$ cat src/rtl/jk_updown_counter_pkg.sv
`default_nettype none
// ============================================================================
// Module   : jk_updown_counter_pkg
// Purpose  : Shared width, JK action encoding and small helpers for the
//            JK-based up/down wrap counter.
// Revision : 1.0 - initial release
// ============================================================================
package jk_updown_counter_pkg;

  localparam int CNT_W = 4;

  // Action encoding is {j,k}, so the enum value drives the stage pins directly.
  typedef enum logic [1:0] {
    JK_HOLD   = 2'b00,
    JK_RESET  = 2'b01,
    JK_SET    = 2'b10,
    JK_TOGGLE = 2'b11
  } jk_action_e;

  // Split an action into its {j,k} pin pair.
  function automatic logic [1:0] jk_pins(input jk_action_e act);
    logic [1:0] pins;
    pins = act;
    return pins;
  endfunction

  // Load value limited to the active count range 0..maxv.
  function automatic logic [CNT_W-1:0] clamp_load(input logic [CNT_W-1:0] din,
                                                  input logic [CNT_W-1:0] maxv);
    return (din <= maxv) ? din : maxv;
  endfunction

endpackage : jk_updown_counter_pkg
`default_nettype wire

$ cat src/rtl/jk_updown_counter_stage.sv
`default_nettype none
// ============================================================================
// Module   : jk_stage
// Purpose  : Single JK flip-flop with complementary output and asynchronous
//            active-low clear.
// Revision : 1.0 - initial release
// ============================================================================
module jk_stage (
  input  logic clk,
  input  logic cl,
  input  logic j_i,
  input  logic k_i,
  output logic q_o,
  output logic qb_o
);

  logic q_q;

  // JK storage: hold, reset, set or toggle on the rising edge; clear wins.
  always_ff @(posedge clk or negedge cl) begin
    if (!cl) begin
      q_q <= 1'b0;
    end else begin
      unique case ({j_i, k_i})
        2'b00:   q_q <= q_q;
        2'b01:   q_q <= 1'b0;
        2'b10:   q_q <= 1'b1;
        default: q_q <= ~q_q;
      endcase
    end
  end

  assign q_o  = q_q;
  // Complement is taken from the flop itself, so it reads all-ones during clear.
  assign qb_o = ~q_q;

endmodule : jk_stage
`default_nettype wire

$ cat src/rtl/jk_updown_counter.sv
`default_nettype none
// ============================================================================
// Module   : jk_updown_counter
// Purpose  : Up/down counter over 0..maxv built from JK stages, with clamped
//            synchronous load, terminal count and a registered wrap pulse.
// Revision : 1.0 - initial release
// ============================================================================
module jk_updown_counter
  import jk_updown_counter_pkg::*;
(
  input  logic             clk,
  input  logic             cl,
  input  logic             en,
  input  logic             up,
  input  logic             ld,
  input  logic [CNT_W-1:0] din,
  input  logic [CNT_W-1:0] maxv,
  output logic [CNT_W-1:0] q,
  output logic [CNT_W-1:0] qb,
  output logic             tc,
  output logic             wrap
);

  logic [CNT_W-1:0] cnt_q;
  logic [CNT_W-1:0] cntb_q;
  logic [CNT_W-1:0] next_d;
  logic [CNT_W-1:0] toggle_d;
  logic [CNT_W-1:0] j_d;
  logic [CNT_W-1:0] k_d;
  logic             wrap_d;
  logic             wrap_q;
  jk_action_e       act_d [CNT_W];

  // Next count value and wrap flag, in priority order load > count > hold.
  always_comb begin
    next_d = cnt_q;
    wrap_d = 1'b0;
    if (ld) begin
      next_d = clamp_load(din, maxv);
    end else if (en) begin
      if (up) begin
        // q==maxv and an out-of-range q (maxv lowered) both wrap to zero.
        if (cnt_q < maxv) begin
          next_d = cnt_q + 1'b1;
        end else begin
          next_d = '0;
          wrap_d = 1'b1;
        end
      end else begin
        // q==0 and an out-of-range q both wrap to maxv.
        if ((cnt_q != '0) && (cnt_q <= maxv)) begin
          next_d = cnt_q - 1'b1;
        end else begin
          next_d = maxv;
          wrap_d = 1'b1;
        end
      end
    end
  end

  // Counting uses toggle-only excitation, including wrap and out-of-range cases.
  assign toggle_d = cnt_q ^ next_d;

  // Per-bit JK action: load forces each bit, count toggles, otherwise hold.
  always_comb begin
    for (int i = 0; i < CNT_W; i++) begin
      act_d[i] = JK_HOLD;
      if (ld) begin
        act_d[i] = next_d[i] ? JK_SET : JK_RESET;
      end else if (en) begin
        act_d[i] = toggle_d[i] ? JK_TOGGLE : JK_HOLD;
      end
    end
  end

  generate
    for (genvar gi = 0; gi < CNT_W; gi++) begin : g_stage
      assign {j_d[gi], k_d[gi]} = jk_pins(act_d[gi]);

      jk_stage u_stage (
        .clk  (clk),
        .cl   (cl),
        .j_i  (j_d[gi]),
        .k_i  (k_d[gi]),
        .q_o  (cnt_q[gi]),
        .qb_o (cntb_q[gi])
      );
    end
  endgenerate

  // Wrap pulse follows the step that wrapped; clear suppresses any pending pulse.
  always_ff @(posedge clk or negedge cl) begin
    if (!cl) begin
      wrap_q <= 1'b0;
    end else begin
      wrap_q <= wrap_d;
    end
  end

  assign q    = cnt_q;
  assign qb   = cntb_q;
  assign wrap = wrap_q;
  assign tc   = up ? (cnt_q == maxv) : (cnt_q == '0);

endmodule : jk_updown_counter
`default_nettype wire

$ cat config.mk
export PLATFORM = sky130hd
export DESIGN_NAME = jk_updown_counter
export DESIGN_NICKNAME = d
export VERILOG_FILES = /design/src/rtl/jk_updown_counter_pkg.sv /design/src/rtl/jk_updown_counter_stage.sv /design/src/rtl/jk_updown_counter.sv
export SDC_FILE = /design/constraint.sdc
export NUM_CORES = 1
export LEC_CHECK = 0
export BUFFER_PORTS_ARGS = -buffer_cell sky130_fd_sc_hd__buf_2
export CAP_MARGIN = 40
export CORE_MARGIN = 3
export CORE_UTILIZATION = 40
export DETAILED_ROUTE_END_ITERATION = 16
export PLACE_DENSITY = 0.68
export SLEW_MARGIN = 20
export SYNTH_ARGS = -nofsm -noshare
export SYNTH_HDL_FRONTEND = slang
export SYNTH_SLANG_ARGS = --single-unit
$ cat constraint.sdc
create_clock -name clk -period 3.2 [get_ports clk]
set_input_delay 0.48 -clock clk [delete_from_list [all_inputs] [get_ports clk]]
set_output_delay 0.48 -clock clk [all_outputs]
set_load 0.05 [all_outputs]
==> flow_summary.toml, run 1 <==
[run_status]
outcome = "complete, no violations"

[flow_run]
cap_viol_max_count = 0

[global_routing]
antenna_found_initial = 0
grt_pass1_vias = 715
grt-ovfl-total = 0
grt_max_degree = 13
grt_pass1_wl_mm = 3.09
grtUsageTotal_pct = 16.2

[worst_setup_path]
crit_type = "reg2reg"
cpPeakStageDelay_ns = 0.44
end_kind = "flip-flop"
cp-start-kind = "flip-flop"
r2r_end = "g_stage[0].u_stage.q_o"
reg2regPathDepth = 7
arrival_ns = 2.59
cp.required_ns = 3.32
cpMaxStageDelayCell = "dfrtp_1"
crit_chain = "inv_1 -> ha_1 -> or3b_4 -> and2_4 -> a211oi_1 -> mux2_1 -> a221o_1"
r2r_start = "g_stage[0].u_stage.q_o"
crit_path_max_fanout = 6
r2r_slack_ns = 0.73

[synth]
async_flop_share_pct = 100
synth.avg_cell_area_um2 = 7.95
ys_seq_area_share_pct = 16.2
synth_enable_flop_cells = 0
synth.net_count = 120
ys_ff_latch = 5
syn_area_um2 = 771
synth_warnings = 0
netlist_instances = 97
synthDistinctLibCells = 34
synth_flop_cell = "dfrtp_1"

[cts]
clock_path_buffers = 2
cts_buffers = 3
ctsRootBufferMaster = "clkbuf_4"
clk_pin_slew_ns = 0.04
cts_max_level = 1
cts_setup_buffers = 0
cts.sinks = 5
cts-resized-gates = 0
hold_buffers = 0
tritoncts = "built"
worstSkewPairLatency_ns = 0.24

[placement]
dpl.cell_count = 133
place_congestion = 0.886
place_hpwl_mm = 1.48
portBuffers = 22
dpl_cell_area_um2 = 833

[pwr]
ir_worst_vdd_mv = 0.186
leakagePower_uw = 0.000429
p_per_area_mw_per_mm2 = 551

[layout]
fillerInstances = 203
layout-drive-gt1-share_pct = 25.9
insertedDiodeCount = 0
area_delta_synth_final_pct = 11.5
final_cell_mix = "22 x buf_2, 10 x ha_1, 8 x inv_1"
finalNonFillerCells = 137
stdcell_area_um2 = 860
mostFrequentLayoutCell = "buf_2"
finalNetCount = 136
seq_area_um2 = 125
multi_input_area_um2 = 537

[die]
die_h_um = 49.9
die_area_mm2 = 0.00249
die_x_um = 49.9
ios = 23
core_mm2 = 0.00176
start_util_pct = 43.7
num_rows = 15

[sta]
finalSetupViolations = 0
setup_tns_ns = 0
fin_crit_sh_pct = 77.2
fin_skew_ns = 0.000914
worstMarginPinSlew_ns = 0.531
final-hold-violation-count = 0
slew_headroom_pct = 64.4
finalMaxSlewViolations = 0
rsz0062_at_grt = "false"
min_period_ns = 2.47
fmax_mhz = 405

[drt]
dr.pass1.iters = 4
routed_wl_mm = 1.76
viasPerCell = 5.34
drc_errors = 0
routedWlPerCell_um = 12.9
final_antenna_net_count = 0
via_count = 732
drtIter0Drc = 9

[worst_hold_path]
hold_class = "in2async"
metal layers:
layer	wire length (µm)	vias to the layer above	global-route usage, %
met5	0	-	0
met4	0	0	6.91
met3	145	0	3.63
met2	878	29	26.0
met1	738	332	20.5
li1	-	371	-
cells in the mapped netlist (2+ instances only):
cell,number,area share [%]
dfrtp_1,5,16
nand2_1,6,2.9
mux2i_1,4,5.2
a21oi_1,5,3.2
clkbuf_1,2,0.97
buf_4,8,7.8
nand3_1,3,1.9
and2_4,2,2.3
inv_1,8,3.9
nor3_1,4,2.6
nand2b_1,2,1.6
a211oi_1,6,5.8
o21ai_0,3,1.9
xnor2_1,2,2.3
ha_1,10,16
nor2_1,6,2.9
nor2b_1,4,3.2
stage by stage:
step                      total power, µW  setup slack (ns)  util (%)  hold slack [ns]
after global placement                401             0.769      47.2            0.293
after CTS                             480             0.729      48.7           0.0332
final                                 474             0.730      48.7           0.0416
after detailed placement              405             0.738      47.2            0.295
after floorplan                       372             0.556         -            0.184
after global routing                  518             0.616      48.7           0.0230
registers in the layout, indices dropped and copies added, names as in the netlist:
register	count
wrap	1
g_stage.u_stage.q_o	4
layout make-up:
cell class / instances / share of cell area, %
clock buffer: 4 / 3.06
inverter: 8 / 3.49
multi-input combinational: 73 / 62.4
sequential: 5 / 14.6
tap: 25 / 3.64
timing repair buffer: 22 / 12.8
kinds of logic after synthesis:
logic type | synth area share [%]
simple gates | 24.4
compound gates | 19.0
fa+ha+maj | 16.2
mux | 6.66
xor+xnor | 3.41
buf+inv | 14.1
flops | 16.2
where the power goes:
group | internal (µW) | switching, µW | leakage [µW] | total [µW]
logic | 105 | 195 | 0.000354 | 300
clock network | 47.1 | 24.9 | 0.0000150 | 71.9
registers | 75.6 | 26.3 | 0.0000596 | 102
total | 228 | 246 | 0.000429 | 474
worst max-delay path, delay by kind of cell (launching register included):
kind / cells / cell delay (ns)
simple gates: 2 / 0.58
mux: 1 / 0.35
flops: 1 / 0.44
compound gates: 2 / 0.59
buf+inv: 1 / 0.19
fa+ha+maj: 1 / 0.21
worst max path at each step:
stage	startpoint	end	slack, ns	cells past startpoint
6_report	g_stage[0].u_stage.q_o	g_stage[0].u_stage.q_o	0.73	7
5_1_grt	g_stage[0].u_stage.q_o	g_stage[0].u_stage.q_o	0.62	7
4_1_cts	g_stage[0].u_stage.q_o	g_stage[0].u_stage.q_o	0.73	7
3_5_place_dp	g_stage[0].u_stage.q_o	g_stage[0].u_stage.q_o	0.74	7
3_3_place_gp	g_stage[0].u_stage.q_o	g_stage[0].u_stage.q_o	0.77	7
2_1_floorplan	g_stage[0].u_stage.q_o	tc	0.56	4
Note: power is estimated with default switching activity, not from simulation.
==> run 2, diff against run 1 <==
--- a/config.mk
+++ b/config.mk
@@ -10,7 +10,7 @@
 export CORE_MARGIN = 3
 export CORE_UTILIZATION = 40
 export DETAILED_ROUTE_END_ITERATION = 16
-export PLACE_DENSITY = 0.68
+export PLACE_DENSITY = 0.7
 export SLEW_MARGIN = 20
 export SYNTH_ARGS = -nofsm -noshare
 export SYNTH_HDL_FRONTEND = slang
==> constraint.sdc (replaced) <==
create_clock -name clk -period 2.1 [get_ports clk]
set_input_delay 0.315 -clock clk [delete_from_list [all_inputs] [get_ports clk]]
set_output_delay 0.315 -clock clk [all_outputs]
set_load 0.05 [all_outputs]
==> flow_summary.toml, run 2 (synthesis gave the netlist of run 1 again) <==
[run_status]
outcome = "finished with violations"
violations = "setup timing"

[sta]
min_period_ns = 2.22
fmax_mhz = 451
finalSetupViolations = 2
setup_tns_ns = -0.167
slew_headroom_pct = 77.4
rsz0062_at_grt = "true"
worst_slack_ns = -0.116
finalMaxSlewViolations = 0
worstMarginPinSlew_ns = 0.337
fin_skew_ns = 0.00269
fin_crit_sh_pct = 106
final-hold-violation-count = 0

[pwr]
clkPwrFrac_pct = 11.7
ir_worst_vdd_mv = 0.397
switching_share_pct = 47.1
p_per_area_mw_per_mm2 = 821
seqPwrFrac_pct = 15.4
p_int_uw = 480
leakagePower_uw = 0.000554
p_sw_uw = 428
combPwrFrac_pct = 72.9

[die]
start_util_pct = 43.7
ios = 23
die_x_um = 49.9
core_mm2 = 0.00176
num_rows = 15
die_h_um = 49.9
die_area_mm2 = 0.00249

[worst_hold_path]
worstHoldEndpoint = "g_stage[1].u_stage.q_o"
min_path_cells = 2
hp-start = "ld"
hold_class = "in2reg"

[worst_setup_path]
cpPeakStageDelay_ns = 0.40
end_kind = "flip-flop"
r2r_start = "g_stage[1].u_stage.q_o"
crit_chain = "inv_2 -> ha_4 -> or3b_4 -> and2_4 -> a211oi_2 -> mux2_4 -> a221o_1"
r2r_end = "g_stage[0].u_stage.q_o"
cpMaxStageDelayCell = "dfrtp_1"
reg2regPathDepth = 7
arrival_ns = 2.33
crit_type = "reg2reg"
crit_path_max_fanout = 3
cp-start-kind = "flip-flop"
cp.required_ns = 2.21
r2r_slack_ns = -0.12

[cts]
clock_path_buffers = 2
cts_buffers = 3
cts_max_level = 1
cts.sinks = 5
ctsRootBufferMaster = "clkbuf_4"
tritoncts = "built"
worstSkewPairLatency_ns = 0.24
clk_pin_slew_ns = 0.04

[layout]
largest_reg_flops = 4
finalNonFillerCells = 161
final_util_pct = 62.7
insertedDiodeCount = 0
stdcell_area_mm2 = 0.00111
finalNetCount = 160
layout-drive-gt1-share_pct = 45.6
final_cell_mix = "22 x buf_4, 21 x buf_2, 8 x ha_1"
area_delta_synth_final_pct = 43.5
mostFrequentLayoutCell = "buf_4"

[global_routing]
grt-ovfl-total = 0
grt_max_degree = 13
grt_pass1_vias = 852
grt_pass1_wl_mm = 3.67
grtUsageTotal_pct = 19.3
antenna_found_initial = 0

[drt]
via_count = 839
drtIter0Drc = 21
drc_errors = 0
final_antenna_net_count = 0
viasPerCell = 5.21
routedWlPerCell_um = 14.2
dr.pass1.iters = 4
routed_wl_mm = 2.28

[placement]
portBuffers = 22
dpl_cell_area_um2 = 993
place_hpwl_mm = 1.88
dp_slack_ns = -0.101
dpl.cell_count = 152
place_congestion = 0.858

[flow_run]
cap_viol_max_count = 0
## run 2: changes by cell type in the layout (fill, tap and decap cells not counted), sizes merged
cell,previous run,this run
buf,22,45
dlygate4sd3,0,1
## run 2: what timing repair did
item	CTS	global route
buffers inserted	5	0
hold endpoints to repair	5	0
hold buffers	1	0
resized for setup	5	4
endpoints found under the setup margin	4	6
pin swaps	5	4
## run 2: final cells by class
cell class	count	area [µm²]
timing repair buffer	46	303
sequential	5	125
tap	25	31.3
multi-input combinational	73	591
inverter	8	30.0
clock buffer	4	26.3
fill	164	658
## run 2: through the flow
stage,hold slack [ns],total power (µW)
2_1_floorplan,0.0194,580
3_3_place_gp,0.133,721
3_5_place_dp,0.134,739
4_1_cts,0.412,909
5_1_grt,0.444,976
6_report,0.423,908
## run 2: worst max-delay path, delay by kind of cell (launching register included)
family                   cells  cell delay, ns
adder cells (fa/ha/maj)      1            0.14
AO/OA/AOI/OAI                2            0.60
AND/OR/NAND/NOR              2            0.54
multiplexers                 1            0.33
buffers and inverters        1            0.09
flip-flops                   1            0.40
## run 2: worst max path at each step
| stage | start | endpoint |
|---|---|---|
| final | g_stage[1].u_stage.q_o | g_stage[0].u_stage.q_o |
| after global routing | g_stage[1].u_stage.q_o | g_stage[3].u_stage.q_o |
| after CTS | g_stage[1].u_stage.q_o | g_stage[0].u_stage.q_o |
| after detailed placement | g_stage[1].u_stage.q_o | g_stage[0].u_stage.q_o |
| after global placement | g_stage[1].u_stage.q_o | g_stage[3].u_stage.q_o |
| after floorplan | g_stage[1].u_stage.q_o | g_stage[0].u_stage.q_o |
## run 2: power groups by stage
stage | Clock [µW] | Combinational [µW] | Sequential (µW)
after floorplan | 0 | 435 | 145
after global placement | 0 | 583 | 138
after detailed placement | 0 | 599 | 141
after CTS | 111 | 658 | 141
after global routing | 116 | 717 | 143
final | 106 | 662 | 140
## run 2: metal layers
metal / up-vias / track usage, % / routed length, µm / part of all wire [%]
met1: 389 / 22.5 / 923 / 40
li1: 418 / - / - / -
met4: 0 / 5.53 / 14 / 0.61
met5: - / 0 / 0 / 0
met3: 2 / 1.81 / 123 / 5.4
met2: 30 / 36.6 / 1220 / 53
